[config.mk]
export PLATFORM = sky130hd
export DESIGN_NAME = lsu_mem_ctrl
export DESIGN_NICKNAME = d
export VERILOG_FILES = /design/src/rtl/riscv_pkg.sv /design/src/rtl/lsu_align.sv /design/src/rtl/lsu_mem_ctrl.sv
export SDC_FILE = /design/constraint.sdc
export NUM_CORES = 1
export LEC_CHECK = 0
export ABC_CLOCK_PERIOD_IN_PS = 6530
export CAP_MARGIN = 20
export CORE_ASPECT_RATIO = 1.75
export CORE_UTILIZATION = 35
export DETAILED_ROUTE_END_ITERATION = 16
export PLACE_DENSITY = 0.59
export SLEW_MARGIN = 15
export SYNTH_ARGS = -nofsm -noshare
export SYNTH_HDL_FRONTEND = slang
export SYNTH_SLANG_ARGS = --single-unit
export TNS_END_PERCENT = 30
[constraint.sdc]
create_clock -name clk_i -period 6.53 [get_ports clk_i]
set_clock_uncertainty 0.15 [all_clocks]
set_input_delay 0.9795 -clock clk_i [delete_from_list [all_inputs] [get_ports clk_i]]
set_output_delay 0.9795 -clock clk_i [all_outputs]
set_load 0.05 [all_outputs]
[src/rtl/riscv_pkg.sv]
// riscv_pkg: shared types and constants for the RV32 core slice.
//   addr_p       : data-memory word-address width
//   data_width_p : data word width (the load/store path supports 32 only)
//   byte_addr_p  : byte-address width seen by the load/store unit
//   mem_size_e   : access size encoding carried on the request bus
//   lsu_state_e  : load/store controller states
//   access_err() : size/alignment legality check for a request
package riscv_pkg;

  localparam int addr_p       = 10;
  localparam int data_width_p = 32;
  localparam int byte_addr_p  = addr_p + 2;

  typedef enum logic [1:0] {
    SIZE_B = 2'b00,
    SIZE_H = 2'b01,
    SIZE_W = 2'b10
  } mem_size_e;

  typedef enum logic [1:0] {
    IDLE = 2'b00,
    RD   = 2'b01,
    CAP  = 2'b10,
    WR   = 2'b11
  } lsu_state_e;

  // Error when the access is misaligned for its size, or the size code is 11.
  function automatic logic access_err(input logic [1:0] size, input logic [1:0] lane);
    logic err;
    case (size)
      SIZE_B:  err = 1'b0;
      SIZE_H:  err = lane[0];
      SIZE_W:  err = (lane != 2'b00);
      default: err = 1'b1;
    endcase
    return err;
  endfunction

endpackage

[src/rtl/lsu_align.sv]
// lsu_align: combinational lane steering for sub-word accesses.
//   size_i     : access size (mem_size_e encoding)
//   unsigned_i : zero-extend byte/half loads instead of sign-extending
//   lane_i     : byte offset within the word (addr[1:0])
//   raw_i      : word read from memory
//   wdata_i    : right-justified store data
//   load_o     : extracted and extended load result
//   merge_o    : raw_i with only the addressed lane replaced by store data
module lsu_align
  import riscv_pkg::*;
(
  input  logic [1:0]  size_i,
  input  logic        unsigned_i,
  input  logic [1:0]  lane_i,
  input  logic [31:0] raw_i,
  input  logic [31:0] wdata_i,
  output logic [31:0] load_o,
  output logic [31:0] merge_o
);

  logic [7:0]  byte_sel;
  logic [15:0] half_sel;

  always_comb begin
    byte_sel = raw_i[{lane_i, 3'b000} +: 8];
    half_sel = raw_i[{lane_i[1], 4'b0000} +: 16];
    load_o   = raw_i;
    merge_o  = wdata_i;
    case (size_i)
      SIZE_B: begin
        load_o  = {{24{byte_sel[7] & ~unsigned_i}}, byte_sel};
        merge_o = raw_i;
        merge_o[{lane_i, 3'b000} +: 8] = wdata_i[7:0];
      end
      SIZE_H: begin
        load_o  = {{16{half_sel[15] & ~unsigned_i}}, half_sel};
        merge_o = raw_i;
        merge_o[{lane_i[1], 4'b0000} +: 16] = wdata_i[15:0];
      end
      default: begin
        load_o  = raw_i;
        merge_o = wdata_i;
      end
    endcase
  end

endmodule

[src/rtl/lsu_mem_ctrl.sv]
// lsu_mem_ctrl: RV32 load/store controller in front of a word-addressed,
// single-port memory with registered read data and no byte enables.
//   clk_i, rstn_i            : clock, asynchronous active-low reset
//   req_*                    : request from the pipeline (valid/ready)
//   rsp_valid_o/rdata/err    : one-cycle registered response pulse
//   mem_addr_o/rd_en/wr_en   : memory word address and strobes
//   mem_data_o / mem_data_i  : memory write data / read data (1 cycle after rd_en)
//   dbg_state_o              : current controller state
//
// Handshake: a request transfers on the rising edge where req_valid_i and
// req_ready_o are both high; req_ready_o is high only in IDLE and out of reset.
// Responses have no backpressure: rsp_valid_o pulses for exactly one cycle.
//
// Flows: load IDLE-RD-CAP-IDLE, word store IDLE-WR-IDLE, sub-word store
// IDLE-RD-CAP-WR-IDLE (read-modify-write), bad request answered from IDLE.
module lsu_mem_ctrl
  import riscv_pkg::*;
(
  input  logic                   clk_i,
  input  logic                   rstn_i,
  input  logic                   req_valid_i,
  output logic                   req_ready_o,
  input  logic                   req_we_i,
  input  logic [1:0]             req_size_i,
  input  logic                   req_unsigned_i,
  input  logic [byte_addr_p-1:0] req_addr_i,
  input  logic [31:0]            req_wdata_i,
  output logic                   rsp_valid_o,
  output logic [31:0]            rsp_rdata_o,
  output logic                   rsp_err_o,
  output logic [addr_p-1:0]      mem_addr_o,
  output logic                   mem_rd_en_o,
  output logic                   mem_wr_en_o,
  output logic [31:0]            mem_data_o,
  input  logic [31:0]            mem_data_i,
  output lsu_state_e             dbg_state_o
);

  lsu_state_e             state_q, state_d;
  logic                   we_q, uns_q;
  logic [1:0]             size_q;
  logic [byte_addr_p-1:0] addr_q;
  logic [31:0]            wdata_q, merged_q, wr_data_q;
  logic                   rsp_valid_q, rsp_err_q;
  logic [31:0]            rsp_rdata_q;
  logic                   accept, req_err;
  logic [31:0]            load_ext, merge_word, wr_word;

  lsu_align u_align (
    .size_i     (size_q),
    .unsigned_i (uns_q),
    .lane_i     (addr_q[1:0]),
    .raw_i      (mem_data_i),
    .wdata_i    (wdata_q),
    .load_o     (load_ext),
    .merge_o    (merge_word)
  );

  always_comb begin
    state_d     = state_q;
    req_ready_o = rstn_i && (state_q == IDLE);
    accept      = req_valid_i && req_ready_o;
    req_err     = access_err(req_size_i, req_addr_i[1:0]);
    // Word stores skip the read; sub-word stores read first to merge.
    wr_word     = (size_q == SIZE_W) ? wdata_q : merged_q;

    case (state_q)
      IDLE: if (accept && !req_err) state_d = (req_we_i && req_size_i == SIZE_W) ? WR : RD;
      RD:   state_d = CAP;
      CAP:  state_d = we_q ? WR : IDLE;
      WR:   state_d = IDLE;
      default: state_d = IDLE;
    endcase

    mem_rd_en_o = (state_q == RD);
    mem_wr_en_o = (state_q == WR);
    mem_addr_o  = addr_q[byte_addr_p-1:2];
    // Write data is live in WR and otherwise holds the last word written.
    mem_data_o  = (state_q == WR) ? wr_word : wr_data_q;
  end

  always_ff @(posedge clk_i or negedge rstn_i) begin
    if (!rstn_i) begin
      state_q     <= IDLE;
      we_q        <= 1'b0;
      uns_q       <= 1'b0;
      size_q      <= 2'b00;
      addr_q      <= '0;
      wdata_q     <= '0;
      merged_q    <= '0;
      wr_data_q   <= '0;
      rsp_valid_q <= 1'b0;
      rsp_err_q   <= 1'b0;
      rsp_rdata_q <= '0;
    end else begin
      state_q     <= state_d;
      rsp_valid_q <= 1'b0;
      rsp_err_q   <= 1'b0;
      rsp_rdata_q <= '0;

      if (accept) begin
        we_q    <= req_we_i;
        uns_q   <= req_unsigned_i;
        size_q  <= req_size_i;
        addr_q  <= req_addr_i;
        wdata_q <= req_wdata_i;
        if (req_err) begin
          rsp_valid_q <= 1'b1;
          rsp_err_q   <= 1'b1;
        end
      end

      if (state_q == CAP) begin
        merged_q <= merge_word;
        if (!we_q) begin
          rsp_valid_q <= 1'b1;
          rsp_rdata_q <= load_ext;
        end
      end

      if (state_q == WR) begin
        wr_data_q   <= wr_word;
        rsp_valid_q <= 1'b1;
      end
    end
  end

  assign rsp_valid_o = rsp_valid_q;
  assign rsp_err_o   = rsp_err_q;
  assign rsp_rdata_o = rsp_rdata_q;
  assign dbg_state_o = state_q;

endmodule

==> impl_results.md, run 1 <==
- Run status: complete, no violations
- CTS tree: built
- Post-CTS resize count: 0
- Routing usage on met1: 25.41%
- ANT nets after route: 0
- R2r startpoint: dbg_state_o[0]
- HP Start: merged_q[27]
- Drt drc: 0
- Core Rows: 68
- Hold Path Sink: merged_q[27]
- Min-Delay Path Class: reg2reg
- Chip height: 190.8 um
- Overall Global Routing Usage: 22.33%
- Vias in the first global route: 5685
- Final hold vios: 0
- Overall Power: 5.729 mW
- RR Endpoint: rsp_rdata_o[22]
- Post-synthesis cell count: 635
- Final Wtd Congestion: 0.8827
- Area of the mapped netlist: 7126 sq um
- P_leak: 4.117 nW
- Largest net degree at the start of global routing: 77
- Sink Count: 148
- RSZ-0062 raised after global routing: false
- Die area: 20960 sq um
- Power Density: 606.6 nW/um^2
- Flop2flop setup slack: 3.77 ns
- Crit path capture type: output pin
- # port buffers: 163
- Setup violators final: 0
- Core Region: 19820 sq um
- Num CTS Buffers: 17
- Most frequent cells in the layout: 162 x clkdlybuf4s50_1, 148 x dfrtp_1, 84 x nor2_1
- Die X: 109.9 um
- Cts hold-fix bufs: 0
- Antenna Cells: 0
- Count of pins over their slew limit: 0
- Critical-path top delay cell: nand2b_2
- Syn-to-layout area delta: 32.54%
- Clock transition at the registers of the reported paths: 0.06 ns
- GR peak layer: met2
- Worst EP required: 5.40 ns
- Commonest non-fill, non-tap cell in the layout: clkdlybuf4s50_1
- Remaining Overflow, GRT: 0
- Setup WS post-layout: 1.835 ns
- Crit path DAT: 3.57 ns
- Max frequency: 213.0 MHz
- Place WS: 2.241 ns
- Yosys cell types: 46
- Slew Limit Headroom: 25.53%
- Max-cap violations: 0
- First-pass GRT wire length: 33900 um
- Hold Crit Depth: 2
- Crit share post-route: 71.90%
- Startpoint Class: flop
- Nets@finish: 856
- DPL Wire Length: 16120 um
- Fin Setup TNS: 0 ns
- DRT Pass-1 Iters: 5
- Register area: 3704 sq um
- Vias per cell: 5.474
- Synth Net Count: 723
- # IOs: 164
- Synth area leader: dfrtp_1
- Crit Path Category: reg2out
- Synth area leaders: dfrtp_1 52%, mux2_2 8.8%, mux2i_1 4.5%
- Worst R2R Path Depth: 4
- Yosys warns: 0
- Final min period: 4.695 ns
- Mean area per synthesized cell: 11.22 sq um
- H-tree lvl count: 4
- Share of the yosys chip area belonging to registers: 51.98%
- Initial antenna violation count: 0
- Worst slew pin tran: 1.117 ns
- Worst-path cell chain: nand2b_2, mux2i_1, a21oi_1, clkdlybuf4s50_1
- Share of cells above drive strength 1: 15.62%
- Final WL: 22230 um
- Met2 Use GR: 40.38%
- Max IR drop VDD: 0.2374 mV
- Yosys top cell area share: 51.98%
- Fillers: 1840
- Root buffer cell: clkbuf_16
- Mean routed wirelength per cell: 21.66 um
- Postcts setup bufs: 0
- Met3 Track Usage GR: 3.213%
- Clk Latency, worst-skew pair: 0.42 ns
- Worst stage delay on the critical path: 0.97 ns
- Starting DRT DRC Count: 358
- Critical Path Fanout Max: 32
- CTS Buffer Depth: 2
- #FFs+latches synth: 148
- Vias: 5616
- Initial Utilization: 35.94%
- Area of the multi-input gates: 3068 sq um
worst max path at each step:
| stage | from | endpoint | slack [ns] | depth (start not counted) |
|---|---|---|---|---|
| 6_report | size_q[0] | mem_data_o[8] | 1.83 | 4 |
| 5_1_grt | size_q[0] | mem_data_o[8] | 1.70 | 4 |
| 4_1_cts | size_q[0] | mem_data_o[8] | 1.77 | 4 |
| 3_5_place_dp | size_q[0] | mem_data_o[8] | 2.24 | 4 |
| 3_3_place_gp | size_q[0] | mem_data_o[8] | 2.34 | 4 |
| 2_1_floorplan | dbg_state_o[0] | mem_data_o[22] | 2.99 | 5 |
where the power goes:
group	total, mW	switching [mW]	internal (mW)
combinational	2.98	1.86	1.12
clock	1.06	0.401	0.656
sequential	1.69	0.354	1.34
through the flow:
stage / std cells / hold slack (ns) / util [%] / area, sq um
2_1_floorplan: 635 / 0.3296 / - / 7126
3_3_place_gp: 993 / 0.3395 / 44.37 / 8796
3_5_place_dp: 993 / 0.3479 / 44.37 / 8796
4_1_cts: 1025 / 0.3639 / 47.60 / 9435
5_1_grt: 1026 / 0.3864 / 47.64 / 9444
6_report: 1026 / 0.3561 / 47.64 / 9444
cells in the mapped netlist (all sizes together):
cell type / instances
a21oi: 44
mux2: 63
a2111o: 1
nand2: 59
nor3: 13
a22oi: 2
nand2b: 3
nor4: 1
and4: 2
dfrtp: 148
and2b: 2
and2: 3
a221o: 23
nor3b: 3
inv: 9
a221oi: 30
a31oi: 1
nor2: 84
a22o: 1
nor2b: 4
buf: 45
a211oi: 1
or2: 2
a32oi: 2
o21ai: 13
clkbuf: 12
a211o: 1
mux2i: 32
ha: 5
mux4: 7
nand4: 1
o22ai: 7
and3: 8
and4b: 1
or3: 1
nor4b: 1
sequential cells by signal (all words and copies together) (netlist names):
signal / count
addr_q: 12
rsp_valid_o: 1
we_q: 1
wr_data_q: 32
dbg_state_o: 2
merged_q: 32
wdata_q: 32
rsp_err_o: 1
size_q: 2
uns_q: 1
rsp_rdata_o: 32
worst max-delay path: cells and delay by family, from the launching register on:
| kind | cells | cell delay [ns] |
|---|---|---|
| buffers and inverters | 1 | 0.84 |
| muxes | 1 | 0.35 |
| DFF | 1 | 0.69 |
| and+or+nand+nor | 1 | 0.97 |
| AOI/OAI and AO/OA | 1 | 0.28 |
routing by layer:
metal | vias up | wire length (um) | share of wire (%)
li1 | 2560 | - | -
met1 | 2806 | 8170 | 37
met2 | 214 | 12350 | 56
met3 | 36 | 1003 | 4.5
met4 | 0 | 704 | 3.2
met5 | - | 0 | 0
layout make-up:
type / instances / area share (%)
Multi-Input combinational cell: 421 / 32.49
Clock buffer: 19 / 4.690
Sequential cell: 148 / 39.22
Clock inverter: 13 / 2.080
Tap cell: 245 / 3.246
Timing Repair Buffer: 171 / 17.93
Inverter: 9 / 0.3577
cell families after synthesis:
family | count (synthesis) | synth area share, %
simple gates | 188 | 11.87
buf+inv | 66 | 5.057
flops | 148 | 51.98
mux | 102 | 17.19
compound gates | 126 | 13.03
fa+ha+maj | 5 | 0.8780
No activity file was read; power rests on OpenSTA's default activity.
==> inputs of run 2 (changes only) <==
ABC_CLOCK_PERIOD_IN_PS = 4100   (was 6530)
PLACE_DENSITY = 0.62   (was 0.59)
clock period = 4.1 ns   (was 6.53 ns; I/O delays follow)
==> run 2 against run 1 <==
- flip-flop and latch count is the same
- utilization is 0.24 points lower
- critical path type unchanged
- first-iteration DRC count is 9.8% lower
- critical path depth up 1
- register-to-register slack lost 2.6 ns
- clock power increased by 56%
- global-route usage up 0.26 points
- combinational power increased by 56%
- critical endpoint is now mem_data_o[23]
- die area unchanged
==> impl_results.md, run 2 (synthesis results as in run 1) <==
- Post-CTS resize count: 0 (unchanged)
- Final core utilization: 47.40% (-0.24 points)
- Overall Global Routing Usage: 22.59% (+0.26 points)
- Worst EP required: 3.34 ns (-2.06 ns)
- Drt drc: 0 (unchanged)
- Starting DRT DRC Count: 323 (-9.8%)
- R2r startpoint: addr_q[1]
- Setup WS post-layout: 0.8169 ns (-1.018 ns)
- Vias per cell: 5.474 (about the same)
- Final Wtd Congestion: 0.8713 (-1.3%)
- RSZ-0062 raised after global routing: false
- Max IR drop VDD: 0.5479 mV (+130%)
- Min-Delay Path Class: in2async
- Antenna Cells: 0 (unchanged)
- Share of cells above drive strength 1: 19.67% (+4.0 points)
- Commonest non-fill, non-tap cell in the layout: dfrtp_1
- Vias: 5627 (+0.20%)
- Fin Setup TNS: 0 ns (unchanged)
- RR Endpoint: merged_q[6]
- Core Rows: 68 (unchanged)
- Sink Count: 148 (unchanged)
- Final hold vios: 0 (unchanged)
- Setup violators final: 0 (unchanged)
- # IOs: 164 (unchanged)
- Final WL: 22120 um (-0.46%)
- Die X: 109.9 um (unchanged)
- Mean routed wirelength per cell: 21.52 um (-0.65%)
- P_leak: 4.142 nW (+0.61%)
- # port buffers: 163 (unchanged)
- Fillers: 1857 (+0.92%)
- Worst R2R Path Depth: 6 (+2)
- Clk Latency, worst-skew pair: 0.43 ns (about the same)
- Root buffer cell: clkbuf_16
- Cts hold-fix bufs: 0 (unchanged)
- CTS tree: built
- Count of pins over their slew limit: 0 (unchanged)
- Crit Path Category: reg2out
- Worst slew pin tran: 0.9740 ns (-0.1431 ns)
- Crit share post-route: 80.07%
- Startpoint Class: flop
- Chip height: 190.8 um (unchanged)
- Place WS: 1.249 ns (-0.9921 ns)
- Initial Utilization: 35.94% (unchanged)
- Clock transition at the registers of the reported paths: 0.06 ns (about the same)
- Nets@finish: 859 (+0.35%)
- Max layer used: met4
- Initial antenna violation count: 0 (unchanged)
- Critical Path Fanout Max: 32 (unchanged)
- Final min period: 3.283 ns
- Remaining Overflow, GRT: 0 (unchanged)
- Crit path capture type: output pin
- Postcts setup bufs: 0 (unchanged)
- DRT Pass-1 Iters: 5 (unchanged)
- ANT nets after route: 0 (unchanged)
- Most frequent cells in the layout: 148 x dfrtp_1, 130 x clkdlybuf4s50_1, 84 x nor2_1
- Num CTS Buffers: 17 (unchanged)
- DPL Wire Length: 16430 um (+1.9%)
- CTS Buffer Depth: 2 (unchanged)
- Largest net degree at the start of global routing: 89 (+16%)
- Power Density: 965.3 nW/um^2 (+59%)
- Met3 Wirelength: 986 um (-1.7%)
- Syn-to-layout area delta: 31.87%
- Crit path DAT: 2.52 ns (-1.05 ns)
- Die area: 20960 sq um (unchanged)
- Run status: complete, no violations
- Slew Limit Headroom: 35.07% (+9.5 points)
- Vias in the first global route: 5966 (+4.9%)
- Max-cap violations: 0 (unchanged)
- WL met1: 8229 um (+0.72%)
- First-pass GRT wire length: 34420 um (+1.5%)
- Max frequency: 304.6 MHz
- DR WL met2: 12100 um (-2.0%)
- Flop2flop setup slack: 1.21 ns (-2.56 ns)
- Core Region: 19820 sq um (unchanged)
- H-tree lvl count: 4 (unchanged)
## run 2: cell type report
cell class	instances	area [sq um]	area share, %
sequential	148	3704	39.41
clock inverter	11	175.2	1.864
inverter	9	33.78	0.3595
timing repair buffer	174	1664	17.71
tap	245	306.5	3.262
clock buffer	20	446.7	4.754
multi-input combinational	421	3067	32.64
## run 2: worst max-delay path: stages, from the launching register on
cell      delay, ns
dfrtp_1        0.72
nand2b_2       0.22
buf_4          0.44
mux2i_1        0.19
a21oi_1        0.25
buf_4          0.24
## run 2: worst max-delay path by stage
stage	from	slack (ns)	depth (start not counted)	to
after CTS	size_q[0]	0.78	5	mem_data_o[5]
after detailed placement	addr_q[1]	1.25	6	merged_q[0]
final	size_q[0]	0.82	5	mem_data_o[23]
after global placement	size_q[0]	1.27	5	mem_data_o[5]
after global routing	size_q[0]	0.61	5	mem_data_o[4]
after floorplan	dbg_state_o[0]	0.92	5	mem_data_o[22]
## run 2: per-layer routing
layer | up-vias | global-route usage [%]
li1 | 2567 | -
met1 | 2843 | 24.89
met2 | 174 | 40.91
met3 | 43 | 4.067
met4 | 0 | 10.51
met5 | - | 0
## run 2: report_power, final
part / leakage [nW] / switching, mW / internal [mW]
registers: 1.79 / 0.631 / 2.13
clock network: 0.285 / 0.617 / 1.03
logic: 2.07 / 2.91 / 1.74
## run 2: per-stage QoR
stage / power (mW) / hold WS [ns] / area, sq um / std cells
3_3_place_gp: 7.381 / 0.3401 / 8771 / 997
4_1_cts: 9.140 / 0.3512 / 9393 / 1028
2_1_floorplan: 6.032 / 0.1694 / 7126 / 635
3_5_place_dp: 7.454 / 0.3494 / 8771 / 997
5_1_grt: 9.573 / 0.2237 / 9397 / 1028
6_report: 9.071 / 0.1338 / 9397 / 1028
==> inputs of run 3 (changes only) <==
ABC_CLOCK_PERIOD_IN_PS = 2780   (was 4100)
clock period = 2.78 ns   (was 4.1 ns; I/O delays follow)
==> run 3 against run 2 <==
- the run now ends with hold timing left
- die area stayed put
- wire length is 6.7% higher
- non-clock buffer count is 20 higher
- via count is 1.5% higher
- sequential power is 44% higher
- register-to-register slack worse by 0.74 ns
- critical endpoint is now mem_data_o[15]
- largest cell class unchanged
==> impl_results.md, run 3 (synthesis results as in run 1) <==
- Sink Count: 148 (unchanged)
- H-tree lvl count: 4 (unchanged)
- R2r startpoint: size_q[1]
- Final core utilization: 50.97% (+3.6 points)
- Slew Limit Headroom: 44.24% (+9.2 points)
- Startpoint Class: flop
- Run status: finished, violations left
- Remaining Overflow, GRT: 0 (unchanged)
- Clock transition at the registers of the reported paths: 0.06 ns (about the same)
- DPL Wire Length: 17250 um (+5.0%)
- Max-cap violations: 0 (unchanged)
- ANT nets after route: 0 (unchanged)
- Failing checks: hold timing
- Flop2flop setup slack: 0.47 ns (-0.74 ns)
- Power Density: 1462 nW/um^2 (+51%)
- RR Endpoint: merged_q[24]
- Antenna Cells: 0 (unchanged)
- Nets@finish: 879 (+2.3%)
- Core Rows: 68 (unchanged)
- First-pass GRT wire length: 35560 um (+3.3%)
- Initial Utilization: 35.94% (unchanged)
- Commonest non-fill, non-tap cell in the layout: dfrtp_1
- Drt drc: 0 (unchanged)
- Root buffer cell: clkbuf_16
- Die area: 20960 sq um (unchanged)
- Syn-to-layout area delta: 41.79%
- Fillers: 1773 (-4.5%)
- Largest net degree at the start of global routing: 149 (+67%)
- Worst R2R Path Depth: 5 (-1)
- Critical Path Fanout Max: 32 (unchanged)
- Worst slew pin tran: 0.8364 ns (-0.1376 ns)
- Vias: 5709 (+1.5%)
- Overall Power: 14.77 mW (+63%)
- Chip height: 190.8 um (unchanged)
- Vias per cell: 5.448 (-0.48%)
- Starting DRT DRC Count: 323 (unchanged)
- Num CTS Buffers: 17 (unchanged)
- Final min period: 2.613 ns
- Mean routed wirelength per cell: 22.52 um (+4.6%)
- Crit path DAT: 2.05 ns (-0.47 ns)
- Share of cells above drive strength 1: 23.16% (+3.5 points)
- Initial antenna violation count: 0 (unchanged)
- Overall Global Routing Usage: 23.80% (+1.2 points)
- Core Region: 19820 sq um (unchanged)
- P_leak: 4.452 nW (+7.5%)
- Final hold vios: 48 (+48)
- Crit path capture type: output pin
- Setup violators final: 0 (unchanged)
- Crit Path Category: reg2out
- Crit share post-route: 93.99%
- DRT Pass-1 Iters: 4 (-1)
- Vias in the first global route: 6051 (+1.4%)
- Worst EP required: 2.21 ns (-1.13 ns)
- Final Wtd Congestion: 0.9325 (+7.0%)
- Clk Latency, worst-skew pair: 0.43 ns (about the same)
- # IOs: 164 (unchanged)
- Count of pins over their slew limit: 0 (unchanged)
- RSZ-0062 raised after global routing: false
- # port buffers: 163 (unchanged)
- Final WL: 23600 um (+6.7%)
- Die X: 109.9 um (unchanged)
- Max IR drop VDD: 0.8512 mV (+55%)
- Most frequent cells in the layout: 148 x dfrtp_1, 128 x clkdlybuf4s50_1, 84 x nor2_1
- CTS Buffer Depth: 2 (unchanged)
- Min-Delay Path Class: in2async
- Fin Setup TNS: 0 ns (unchanged)
- Hold WS: -0.04528 ns (-0.1790 ns)
- CTS tree: built
- Max frequency: 382.7 MHz
==> run 3: changes by cell type in the layout (fill, tap and decap cells not counted), sizes merged <==
cell,delta
clkdlybuf4s50,-2
bufinv,+1
buf,+22
inv,-1
clkinvlp,-2
clkbuf,-1
clkinv,+3
==> run 3: repair_timing <==
action,4_1_cts,5_1_grt
setup endpoints to repair,0,2
hold buffers,0,0
setup buffers,0,0
gates resized for setup,0,1
==> run 3: worst max-delay path: stages, from the launching register on <==
cell and delay, ns:
dfrtp_1 0.45, nand2b_2 0.23, buf_12 0.18, mux2i_1 0.15, a21oi_1 0.37, buf_12 0.19
==> run 3: area by class of cell <==
type / count / area [sq um] / share of cell area (%)
timing repair buffer: 194 / 2243 / 22.20
tap: 245 / 306.5 / 3.034
sequential: 148 / 3704 / 36.66
clock inverter: 12 / 203.9 / 2.019
clock buffer: 19 / 442.9 / 4.384
inverter: 9 / 33.78 / 0.3344
multi-input combinational: 421 / 3169 / 31.37
==> run 3: worst max-delay path by stage <==
stage,startpoint,end,slack (ns),depth (start not counted)
after global placement,mem_data_i[31],rsp_rdata_o[31],0.46,5
after floorplan,dbg_state_o[1],mem_data_o[10],0.06,5
after detailed placement,mem_data_i[31],rsp_rdata_o[25],0.40,5
final,size_q[0],mem_data_o[15],0.17,5
after CTS,dbg_state_o[1],mem_data_o[15],0.04,5
after global routing,dbg_state_o[1],mem_data_o[17],0.09,5
==> run 3: power by group <==
part / internal (mW) / switching (mW)
clock: 1.61 / 0.909
combinational: 3.46 / 4.80
sequential: 3.15 / 0.845
total: 8.22 / 6.55
==> run 3: metrics by stage <==
step                worst slack (ns)  instance area, sq um  std cells
finish                        0.1672                 10100       1048
global route                 0.08985                 10100       1048
CTS                          0.03981                 10100       1048
detailed placement            0.3975                  9455       1017
global placement              0.4581                  9455       1017
floorplan                    0.05721                  7234        635
==> run 3: routing by layer <==
layer | part of all wire, % | global-route usage, %
met1 | 35 | 26.36
met2 | 53 | 41.11
met3 | 5.0 | 3.452
met4 | 6.4 | 16.26
met5 | 0 | 0
